==> src/rtl/cordic_nco_scheduler.sv <==
// ---------------------------------------------------------------------------
// cordic_nco_scheduler
//
// Multi-channel NCO controller. One pipelined CORDIC sin/cos engine is
// shared among NCH channels. Each channel has a 32-bit phase accumulator, a
// frequency tuning word, a phase offset and an enable bit. On every sample
// tick the enabled channels are issued round-robin, one per cycle. A tag
// pipeline that matches the CORDIC latency labels each returning sin/cos pair
// with its channel number.
//
// Optional build macro: PHASE_DITHER_EN
//   When defined, a 16-bit maximal LFSR (x^16+x^14+x^13+x^11+1, seed 16'hACE1,
//   advancing on each issue) is added to the issued phase to whiten
//   phase-truncation spurs. Accumulators are not affected.
//
// Ports
//   clk_i, rst_ni      clock, asynchronous active-low reset
//   tick_i             sample-period strobe (1 cycle)
//   cfg_we_i           config write strobe
//   cfg_chan_i         target channel
//   cfg_sel_i          00=FTW 01=phase offset 10=accumulator clear 11=enable
//   cfg_data_i         config write data
//   cor_valid_o        CORDIC input valid (registered)
//   cor_phase_o        CORDIC input phase, 2^32 = 2*pi, 0 when not valid
//   cor_valid_i        CORDIC output valid
//   cor_sin_i/cos_i    CORDIC outputs, signed
//   out_valid_o        tagged sample valid
//   out_chan_o         channel of the sample
//   out_sin_o/cos_o    signed sine/cosine
//   busy_o             scan in progress
//   overrun_o          sticky: tick arrived while busy
//   tag_err_o          sticky: CORDIC valid and tag valid disagreed
//   err_clr_i          clears both sticky flags (a coincident set wins)
// ---------------------------------------------------------------------------
module cordic_nco_scheduler #(
    parameter int NCH  = 4,
    parameter int CH_W = $clog2(NCH),
    parameter int LAT  = 18
) (
    input  logic            clk_i,
    input  logic            rst_ni,
    input  logic            tick_i,
    input  logic            cfg_we_i,
    input  logic [CH_W-1:0] cfg_chan_i,
    input  logic [1:0]      cfg_sel_i,
    input  logic [31:0]     cfg_data_i,
    output logic            cor_valid_o,
    output logic [31:0]     cor_phase_o,
    input  logic            cor_valid_i,
    input  logic [15:0]     cor_sin_i,
    input  logic [15:0]     cor_cos_i,
    output logic            out_valid_o,
    output logic [CH_W-1:0] out_chan_o,
    output logic [15:0]     out_sin_o,
    output logic [15:0]     out_cos_o,
    output logic            busy_o,
    output logic            overrun_o,
    output logic            tag_err_o,
    input  logic            err_clr_i
);

    typedef enum logic [0:0] {S_IDLE = 1'b0, S_SCAN = 1'b1} state_t;

    state_t          r_state;
    state_t          w_state_nx;
    logic [CH_W-1:0] r_ptr;
    logic [NCH-1:0]  r_mask;
    logic [NCH-1:0]  r_en;
    logic [31:0]     r_acc  [NCH];
    logic [31:0]     r_ftw  [NCH];
    logic [31:0]     r_poff [NCH];

    logic            w_start;
    logic            w_issue;
    logic            w_tick_drop;
    logic [15:0]     w_dither;
    logic [31:0]     w_phase;

    logic            r_cor_valid;
    logic [31:0]     r_cor_phase;
    logic [CH_W-1:0] r_cor_chan;

    logic            r_tag_vld  [LAT];
    logic [CH_W-1:0] r_tag_chan [LAT];
    logic            w_tag_mis;

    logic                r_out_valid;
    logic [CH_W-1:0]     r_out_chan;
    logic signed [15:0]  r_out_sin;
    logic signed [15:0]  r_out_cos;
    logic                r_overrun;
    logic                r_tag_err;

    function automatic logic [31:0] f_phase(input logic [31:0] acc,
                                            input logic [31:0] poff,
                                            input logic [15:0] dith);
        return acc + poff + {16'h0000, dith};
    endfunction

`ifdef PHASE_DITHER_EN
    // Fibonacci form: feedback from taps 16,14,13,11 (bits 0,2,3,5 shifting right).
    function automatic logic [15:0] f_lfsr_next(input logic [15:0] s);
        return {s[0] ^ s[2] ^ s[3] ^ s[5], s[15:1]};
    endfunction

    logic [15:0] r_lfsr;

    always_ff @(posedge clk_i or negedge rst_ni) begin
        if (!rst_ni)      r_lfsr <= 16'hACE1;
        else if (w_issue) r_lfsr <= f_lfsr_next(r_lfsr);
    end

    assign w_dither = r_lfsr;
`else
    assign w_dither = 16'h0000;
`endif

    // ---- scan control: next state ----
    always_comb begin
        w_state_nx  = r_state;
        w_start     = 1'b0;
        w_issue     = 1'b0;
        w_tick_drop = 1'b0;
        case (r_state)
            S_IDLE: begin
                if (tick_i) begin
                    w_state_nx = S_SCAN;
                    w_start    = 1'b1;
                end
            end
            S_SCAN: begin
                w_issue     = r_mask[r_ptr];
                w_tick_drop = tick_i;
                if (r_ptr == CH_W'(NCH - 1)) w_state_nx = S_IDLE;
            end
            default: w_state_nx = S_IDLE;
        endcase
    end

    assign w_phase = f_phase(r_acc[r_ptr], r_poff[r_ptr], w_dither);

    always_ff @(posedge clk_i or negedge rst_ni) begin
        if (!rst_ni) begin
            r_state <= S_IDLE;
            r_ptr   <= '0;
            r_mask  <= '0;
        end else begin
            r_state <= w_state_nx;
            if (w_start) begin
                r_ptr  <= '0;
                r_mask <= r_en;
            end else if (r_state == S_SCAN) begin
                r_ptr  <= r_ptr + 1'b1;
            end
        end
    end

    // ---- channel state: config writes and accumulator advance ----
    // Non-blocking updates make a same-cycle write land after the issue reads
    // the old values; only the accumulator clear overrides the increment.
    always_ff @(posedge clk_i or negedge rst_ni) begin
        if (!rst_ni) begin
            r_en <= '0;
            for (int i = 0; i < NCH; i++) begin
                r_acc[i]  <= '0;
                r_ftw[i]  <= '0;
                r_poff[i] <= '0;
            end
        end else begin
            for (int i = 0; i < NCH; i++) begin
                if (cfg_we_i && cfg_chan_i == CH_W'(i)) begin
                    if (cfg_sel_i == 2'b00) r_ftw[i]  <= cfg_data_i;
                    if (cfg_sel_i == 2'b01) r_poff[i] <= cfg_data_i;
                    if (cfg_sel_i == 2'b11) r_en[i]   <= cfg_data_i[0];
                end
                if (cfg_we_i && cfg_chan_i == CH_W'(i) && cfg_sel_i == 2'b10)
                    r_acc[i] <= '0;
                else if (w_issue && r_ptr == CH_W'(i))
                    r_acc[i] <= r_acc[i] + r_ftw[i];
            end
        end
    end

    // ---- issue register: phase to CORDIC ----
    always_ff @(posedge clk_i or negedge rst_ni) begin
        if (!rst_ni) begin
            r_cor_valid <= 1'b0;
            r_cor_phase <= '0;
            r_cor_chan  <= '0;
        end else begin
            r_cor_valid <= w_issue;
            r_cor_phase <= w_issue ? w_phase : 32'h0;
            r_cor_chan  <= r_ptr;
        end
    end

    // ---- tag pipeline: shadows the CORDIC so the tail lines up with cor_valid_i ----
    always_ff @(posedge clk_i or negedge rst_ni) begin
        if (!rst_ni) begin
            for (int i = 0; i < LAT; i++) begin
                r_tag_vld[i]  <= 1'b0;
                r_tag_chan[i] <= '0;
            end
        end else begin
            r_tag_vld[0]  <= r_cor_valid;
            r_tag_chan[0] <= r_cor_chan;
            for (int i = 1; i < LAT; i++) begin
                r_tag_vld[i]  <= r_tag_vld[i-1];
                r_tag_chan[i] <= r_tag_chan[i-1];
            end
        end
    end

    assign w_tag_mis = cor_valid_i ^ r_tag_vld[LAT-1];

    // ---- output register and sticky error flags ----
    always_ff @(posedge clk_i or negedge rst_ni) begin
        if (!rst_ni) begin
            r_out_valid <= 1'b0;
            r_out_chan  <= '0;
            r_out_sin   <= '0;
            r_out_cos   <= '0;
            r_overrun   <= 1'b0;
            r_tag_err   <= 1'b0;
        end else begin
            r_out_valid <= cor_valid_i;
            if (cor_valid_i) begin
                r_out_chan <= r_tag_chan[LAT-1];
                r_out_sin  <= signed'(cor_sin_i);
                r_out_cos  <= signed'(cor_cos_i);
            end
            r_overrun <= w_tick_drop | (r_overrun & ~err_clr_i);
            r_tag_err <= w_tag_mis   | (r_tag_err & ~err_clr_i);
        end
    end

    assign cor_valid_o = r_cor_valid;
    assign cor_phase_o = r_cor_phase;
    assign out_valid_o = r_out_valid;
    assign out_chan_o  = r_out_chan;
    assign out_sin_o   = r_out_sin;
    assign out_cos_o   = r_out_cos;
    assign busy_o      = (r_state == S_SCAN);
    assign overrun_o   = r_overrun;
    assign tag_err_o   = r_tag_err;

endmodule

==> config.mk <==
export PLATFORM = sky130hd
export DESIGN_NAME = cordic_nco_scheduler
export DESIGN_NICKNAME = d
export VERILOG_FILES = /design/src/rtl/cordic_nco_scheduler.sv
export SDC_FILE = /design/constraint.sdc
export NUM_CORES = 1
export LEC_CHECK = 0
export CAP_MARGIN = 20
export CORE_MARGIN = 4
export CORE_UTILIZATION = 35
export DETAILED_ROUTE_END_ITERATION = 8
export GPL_TIMING_DRIVEN = 0
export HOLD_SLACK_MARGIN = 0.12
export PLACE_DENSITY = 0.6
export SETUP_SLACK_MARGIN = 0.4
export SLEW_MARGIN = 20
export SYNTH_ARGS = -nofsm -noshare
export SYNTH_HDL_FRONTEND = slang
export SYNTH_SLANG_ARGS = --single-unit
export TNS_END_PERCENT = 30
==> constraint.sdc <==
create_clock -name clk_i -period 4.1 [get_ports clk_i]
set_clock_uncertainty 0.15 [all_clocks]
set_input_delay 0.82 -clock clk_i [delete_from_list [all_inputs] [get_ports clk_i]]
set_output_delay 0.82 -clock clk_i [all_outputs]
set_load 0.05 [all_outputs]
# After elaboration in Yosys (flattened, before gate mapping)
# Index checks and enable logic that the tools add are counted.
# totals
ff_bits	521
in_bits	74
elab_cells	146
# classes
addsub	6
n_lt_le_gt_ge	2
eq_ne	9
mux	25
bitwise	8
reduce_logical	32
# ops
op	count
32-bit two-way mux	13
32-bit adder	5
32-bit binary-select mux with 2-bit select	2
2-bit AND reduction	12
2-bit == test, second input constant	6
1-bit logical AND	12
2-bit nonzero test	5
2-bit by 1-bit == test with 1-bit output, second input constant	3
2-bit zero test	3
1-bit two-way mux	6
2-bit two-way mux	2
3-bit >= comparator, second input constant	1
2-bit by 3-bit < comparator with 1-bit output, second input constant	1
2-bit NOT with 3-bit output	1
2-bit by 1-bit adder with 2-bit output, second input constant	1
1-bit bitwise AND	2
1-bit binary-select mux with 2-bit select	1
1-bit NOT	2
1-bit OR	2
1-bit case mux with 2 select lines	1
1-bit XOR	1

# Depth between registers and ports, before layout
# depth
word_depth	6
mapped_depth	16
ltp_nobuf	14

# Least setup slack after synthesis
# No wires, ideal clock.
# synth_path
path_type	reg-to-reg
startpoint	reg r_ptr[0]
endpoint	reg r_cor_phase[24], in the netlist cor_phase_o[24]
setup_time_ns	0.125
t_arrival_ns	4.150
setup_slack_ns	-0.325
stages_incl_launch_ff	17
path_buffers	2
period_less_slack_ns	4.425
path_cell_list	dfrtp_1 -> clkbuf_1 -> buf_1 -> mux4_2 -> ha_1 -> inv_1 -> fa_1 -> and2b_1 -> o21ai_1 -> a21boi_1 -> nor4_1 -> o31ai_2 -> a21oi_1 -> o21a_1 -> o21ai_1 -> a21oi_1 -> mux2_2
# synth_between
elab_chain_cells	6
word_cells_on_any_way	12
cone_classes	add/sub: 1; mux: 10; bitwise: 1
# synth_rtl
item	line_no	rtl
start: declaration	66	logic [CH_W-1:0] r_ptr;
start signal: assignment	153	r_ptr <= r_ptr + 1'b1;
2-bit NOT with 3-bit output (not written as such)	140	assign w_phase = f_phase(r_acc[r_ptr], r_poff[r_ptr], w_dither);
32-bit binary-select mux with 2-bit select	140	
32-bit two-way mux (not written as such) (2 in series)	140	
32-bit adder	97	return acc + poff + {16'h0000, dith};
32-bit two-way mux *	192	r_cor_phase <= w_issue ? w_phase : 32'h0;
end signal: assignment	192	
end: declaration	80	logic [31:0] r_cor_phase;
# Mark *: on every way between the ends. The rest lies on a longest branch, timed or not. The select of a mux whose other input is x is not followed.
# A chain may end at the register's enable or synchronous reset.

# Worst setup path in the final report
# layout_path
startpoint	reg r_ptr[0]
endpoint	reg r_cor_phase[27], in the netlist cor_phase_o[27]
# The elaborated chain is that of the path after synthesis.

==> metrics.log <==
[metrics] run status: complete, no violations
[metrics] hold depth: 0
[metrics] length in cells of the worst reg-to-reg path: 16
[metrics] RSZ-0062 raised after global routing: yes
[metrics] number of I/O pins: around 150
[metrics] number of antenna diodes: 0
[metrics] initial core utilization: 0.353
[metrics] launch instance of the worst register-to-register path: r_ptr[0]
[metrics] overall global routing resource usage: 0.193
[metrics] buffer levels on the longest clock path: 3
[metrics] time the final worst path needs with I/O delays and setup: 4030 ps
[metrics] most frequent standard cell in the layout excluding fill and tap cells: dfrtp_1
[metrics] clock root buffer: clkbuf_16
[metrics] fraction of layout instances using a drive strength above 1: 0.222
[metrics] Worst Path Arrival: 4340 ps
[metrics] IO Port Bufs: about 140
[metrics] fill cell total of the finished layout: 7,325
[metrics] crit share post-route: 0.982
[metrics] commonest cells after routing, fill and taps aside: dfrtp_1, mux2_2, nand2_1
[metrics] total cell area at the placement stage: between 30,000 and 40,000 um2
[metrics] portion of the post-synthesis area used by sequential elements: 0.468
[metrics] number of max-cap violations: 0
[metrics] post-synthesis async set-or-reset flop share: 1.00
[metrics] height of the die: slightly below 300 um
[metrics] end point of the worst hold path: r_tag_chan[35]
[metrics] Worst Hold Slack: ~200 ps
[metrics] placed wire-length estimate after detailed placement: roughly 63,000 um
[metrics] Slew @ Worst Pin: about 990 ps
[metrics] reg-to-reg setup timing slack: about 74 ps
[metrics] H-tree levels: 2
[metrics] Detailed Route WL: 83,300 um
[metrics] Die Footprint: 84,200 um2
[metrics] synthesized area per cell: 11.3 um2
[metrics] Routed wire per std cell: 21.9 um
[metrics] width of the die: about 290 um
[metrics] crit start category: flop
[metrics] Worst Path Class, Setup: reg -> reg
[metrics] peak ir drop on the vdd network: slightly above 0.0004 V
[metrics] Primary FF master, synth: dfrtp_1
[metrics] Num CTS Buffers: 56
[metrics] total power density per cell area: 847 nW/um2
[metrics] largest driver fanout on the critical path: 8
[metrics] type of the worst min-delay path: reg -> reg
[metrics] hold_sp: r_cor_chan[1]
[metrics] EDFF count, synth: 0
[metrics] Max Transition Viols Final: 0
[metrics] dominant cells by area after synthesis: dfrtp_1, mux2_2, ha_1, mux4_2, a21oi_1
[metrics] final hold violation count: 0
[metrics] clock-pin slew on the worst setup and hold paths: roughly 60 ps
[metrics] pin count of the biggest net entering global routing: 100
[metrics] Setup TNS Final: 0 ps
[metrics] final worst slack: roughly 74 ps
[metrics] total global routing overflow: 0
[metrics] number of cell rows: about 100
[metrics] Final setup violation count: 0
[metrics] Iteration-0 DRC Markers: around 1.6k
[metrics] total clock sinks: around 520
[metrics] global-route wire length before repair: between 100,000 and 150,000 um
[metrics] DRC: 0
[metrics] number of library cell types mapped by synthesis: 80
[metrics] crit path capture type: flop
[metrics] post-route standard cell area excluding fillers: 33,700 um2
[metrics] via count of the first global-routing pass: between 20k and 25k
[metrics] antenna violations before repair: 3
[metrics] total nets after synthesis: about 2.7k
[metrics] worst-skew pair later-pin latency: 630 ps
[metrics] Final GP Congestion: just over 0.9
[metrics] first-pass detailed-route iteration total: 7
[metrics] TritonCTS clock tree: built
[metrics] Synth Cell Area: 27,900 um2
[metrics] largest area contributor in the netlist: dfrtp_1
[metrics] highest attainable clock frequency: approximately 0.25 GHz
[metrics] Worst Path Required: 4410 ps
[metrics] area overhead of the layout relative to synthesis: 21.0%
[metrics] Post-Syn Instances: around 2.5k
[metrics] Nets: about 2.9k
[metrics] worst reg2reg path endpoint: cor_phase_o[27]
[metrics] FF+latch count, synth: approximately 520
[metrics] Placeable Area: roughly 80,000 um2
[metrics] max-slew headroom at the worst pin: 0.335
[metrics] pre-CTS WS: -947 ps
[metrics] count of yosys warnings during synthesis: 0
[metrics] area share of the leading cell type in the synthesized netlist: 0.468
[metrics] post-detailed-route count of antenna-violating nets: 0
[metrics] routed via count divided by cell count: 5.46
[metrics] via count: 20.8k
[metrics] static leakage power: between 10 and 15 nW
## synth_stat cells (4+ instances only)
master / instances
o211ai_1: 8
a211o_1: 8
nor3_1: 20
nor3b_1: 7
ha_1: 159
nand2_1: 257
buf_1: 30
fa_1: 5
nand3_1: 32
mux2_2: 301
nor2b_1: 9
o21a_1: 24
o21bai_1: 20
and3_1: 10
nor4_1: 5
or3_1: 9
buf_2: 4
nand2b_1: 22
nand3b_1: 6
or2_2: 4
xnor2_1: 79
a21oi_1: 237
a211oi_2: 6
a211oi_1: 28
a31oi_1: 15
xor2_1: 61
inv_1: 35
dfrtp_1: 521
o31ai_1: 8
a21o_1: 84
clkbuf_1: 72
mux2i_1: 4
o21ai_0: 83
mux4_2: 63
nand4_1: 19
and2_1: 10
nor2_1: 126
o21ai_1: 16
## sequential cells by signal (all words and copies together) (netlist names)
| name | cells |
|---|---|
| r_cor_chan | 2 |
| r_tag_chan | 36 |
| tag_err_o | 1 |
| overrun_o | 1 |
| out_cos_o | 16 |
| cor_valid_o | 1 |
| cor_phase_o | 32 |
| busy_o | 1 |
| out_valid_o | 1 |
| r_en | 4 |
| out_sin_o | 16 |
| r_tag_vld | 18 |
| out_chan_o | 2 |
| r_ftw | 128 |
| r_ptr | 2 |
| r_mask | 4 |
| r_acc | 128 |
| r_poff | 128 |
## area by class of cell
class / instances / area (um2) / share of cell area
clock inverters: 34 / 541 / 0.0160
inverters: 35 / 131 / 0.00390
well taps: 1050 / 1310 / 0.0390
multi-input cells: 1800 / 14700 / 0.435
clock buffers: 71 / 1540 / 0.0456
flip-flops and latches: 521 / 13000 / 0.387
repair buffers: 190 / 1950 / 0.0580
plain buffers: 106 / 539 / 0.0160
## critical path, cell delays in order (launching register included)
cell and delay, ps:
dfrtp_2 420, clkbuf_16 200, buf_12 130, mux4_2 580
ha_4 240, buf_4 160, a21o_1 180, a21oi_1 140
a21o_1 150, nand3_2 90, a221o_1 380, o41ai_4 250
buf_4 210, o311ai_1 100, a21oi_1 180, xor2_1 190
nor2_1 80
## where the power goes
part           internal (W)  total [W]  leakage, nW  switching (W)
clock               0.00348    0.00571         1.02        0.00222
combinational       0.00657     0.0148         7.42        0.00827
sequential          0.00673    0.00802         6.47        0.00129
## cell families after synthesis
kind of cell               synth area share
adders and majority gates            0.0750
xor gates and xnor gates             0.0440
AOI/OAI and AO/OA                     0.132
DFF                                   0.468
and+or+nand+nor                      0.0883
buffers and inverters                0.0192
muxes                                 0.174
## how the worst max path moves through the flow
stage                            endpoint  slack [ps]     start  cells after the start
final                     cor_phase_o[27]          70  r_ptr[0]                     16
after global routing      cor_phase_o[27]          20  r_ptr[0]                     16
after CTS                 cor_phase_o[24]          80  r_ptr[0]                     16
after detailed placement  cor_phase_o[30]        -950  r_ptr[1]                     16
after global placement       out_cos_o[7]      -20660    rst_ni                      1
after floorplan           cor_phase_o[24]         380  r_ptr[0]                     16
## routing by layer
layer	track usage	up-vias	part of all wire	wire, um
met5	0	-	0.00016	13
met4	0.0613	2	0.032	2710
met3	0.0308	134	0.063	5290
met2	0.313	677	0.46	38400
met1	0.268	10500	0.44	36900
li1	-	9459	-	-
## repair_timing
action	CTS	global route
pin swaps	26	24
gates resized for setup	56	36
endpoints found under the hold margin	77	0
setup endpoints to repair	33	61
hold buffers	1	0
cloned	1	1
buffers inserted	29	9
## stage by stage
| step | power (W) | utilization | instances |
|---|---|---|---|
| after floorplan | 0.0175 | - | 2462 |
| after global placement | 0.0210 | 0.389 | 3656 |
| after detailed placement | 0.0213 | 0.391 | 3661 |
| after CTS | 0.0280 | 0.423 | 3797 |
| after global routing | 0.0304 | 0.427 | 3807 |
| final | 0.0286 | 0.427 | 3807 |
Power figures use the tool's default switching activity.
==> variant: new RTL, config.mk and constraints unchanged <==
Set the parameter `LAT` to 36 (it was 18).
--- a/src/rtl/cordic_nco_scheduler.sv
+++ b/src/rtl/cordic_nco_scheduler.sv
@@ -36,5 +36,5 @@
     parameter int NCH  = 4,
     parameter int CH_W = $clog2(NCH),
-    parameter int LAT  = 18
+    parameter int LAT  = 36
 ) (
     input  logic            clk_i,
Formal check against the unedited RTL: same outputs for any inputs over 4 cycles, from zero or initial values and one cycle with rst_ni low; that may be too few to reach the edited logic, so the function may still have changed.
==> variant against the unedited design <==
Design area grew 5.3%; sequential cell count grew 54; first-iteration DRC count grew 7.0%; area after synthesis grew 5.1%; sequential power grew 8.1%; routed wire length grew 4.9%; die area grew 4.9%; clock power grew 8.6%; setup slack gained 0.12 ns; total power grew 3.6%; largest cell class unchanged.
==> variant: results (changes against the unedited design) <==
Status
  – Result of the run: complete, no violations

Logic synthesis
  – Post-Synth Adder-Cell Area: 0.07136 (-0.003614)
  – Register area share after synthesis: 0.4914 (+0.02360)
  – Portion of netlist area occupied by mux cells: 0.1669 (-0.007062)
  – Xor and xnor area share after synthesis: 0.03530 (-0.008702)
  – Count of mapped cells out of synthesis: 2481 (+0.77%)

Drt
  – Routed wl met2: 40.30 mm (+5.0%)
  – Met1 Wirelength: 39.11 mm (+5.9%)
  – Pre-antenna DRT Iters: 5 (-2)
  – Via count: 21240 (+2.2%)
  – Total wire length: 87.43 mm (+4.9%)
  – Number of design-rule violations left by the first detailed-router iteration: 1668 (+7.0%)

GRT
  – Wire length of the first global-routing pass: 134.0 mm (+4.9%)
  – Met2 demand-to-capacity share in global routing: 0.3147 (+0.002125)
  – Global-route met1 utilization: 0.2682 (about the same)
  – Global-route usage over all layers: 0.1957 (+0.002208)

Layout
  – Antenna cell count: 6 (+6)
  – Sequential cell area share: 0.4055 (+0.01868)
  – Final-layout clock-cell area share: 0.06420 (+0.002550)
  – Final #Nets: 2983 (+1.2%)
  – Ratio of cells with drive above 1 in the final layout: 0.2238 (+0.002156)

Worst setup path
  – Largest fanout on the critical path: 9 (+1)

Placed design
  – Area after DPL: 32250 sq um (+4.5%)
  – GP Congestion: 0.9248 (-0.16%)
  – DP Wirelength: 64.05 mm (+2.3%)
  – Worst setup timing slack at the placement stage: -1.740 ns (-0.7929 ns)
  – DP Cell Count: 3701 (+1.1%)

Clocking
  – Worst-Skew Late Latency: 0.61 ns (-0.02 ns)

Floorplan
  – Die area: 88350 sq um (+4.9%)

Power and ir drop
  – Net switching power figure: 0.01181 W (+0.28%)
  – Relative contribution of the clock network to total power: 0.210 (+0.010)

STA
  – Worst-Margin Slew: 1.335 ns (+0.3416 ns)
[variant: final timing paths]
path,startpoint,endpoint,slack (ns),cells after the start
max in group asynchronous,rst_ni,r_tag_chan[26]$_DFF_PN0_,1.94,4
min in group asynchronous,rst_ni,r_poff[49]$_DFFE_PN0P_,0.55,2
worst min register to register,r_tag_chan[26]$_DFF_PN0_,r_tag_chan[24]$_DFF_PN0_,0.17,0
worst max-delay path,r_ptr[0]$_DFFE_PN0P_,cor_phase_o[28]$_DFF_PN0_,0.20,14
worst max register to register,r_ptr[0]$_DFFE_PN0P_,cor_phase_o[28]$_DFF_PN0_,0.20,14
worst min-delay path,r_tag_chan[26]$_DFF_PN0_,r_tag_chan[24]$_DFF_PN0_,0.17,0
[variant: what timing repair did]
item / in CTS / in global routing
gates cloned: 2 / 0
setup endpoints to repair: 60 / 40
pin swaps: 27 / 17
resized for setup: 93 / 23
hold endpoints to repair: 30 / 0
hold buffers: 1 / 0
setup buffers: 25 / 17
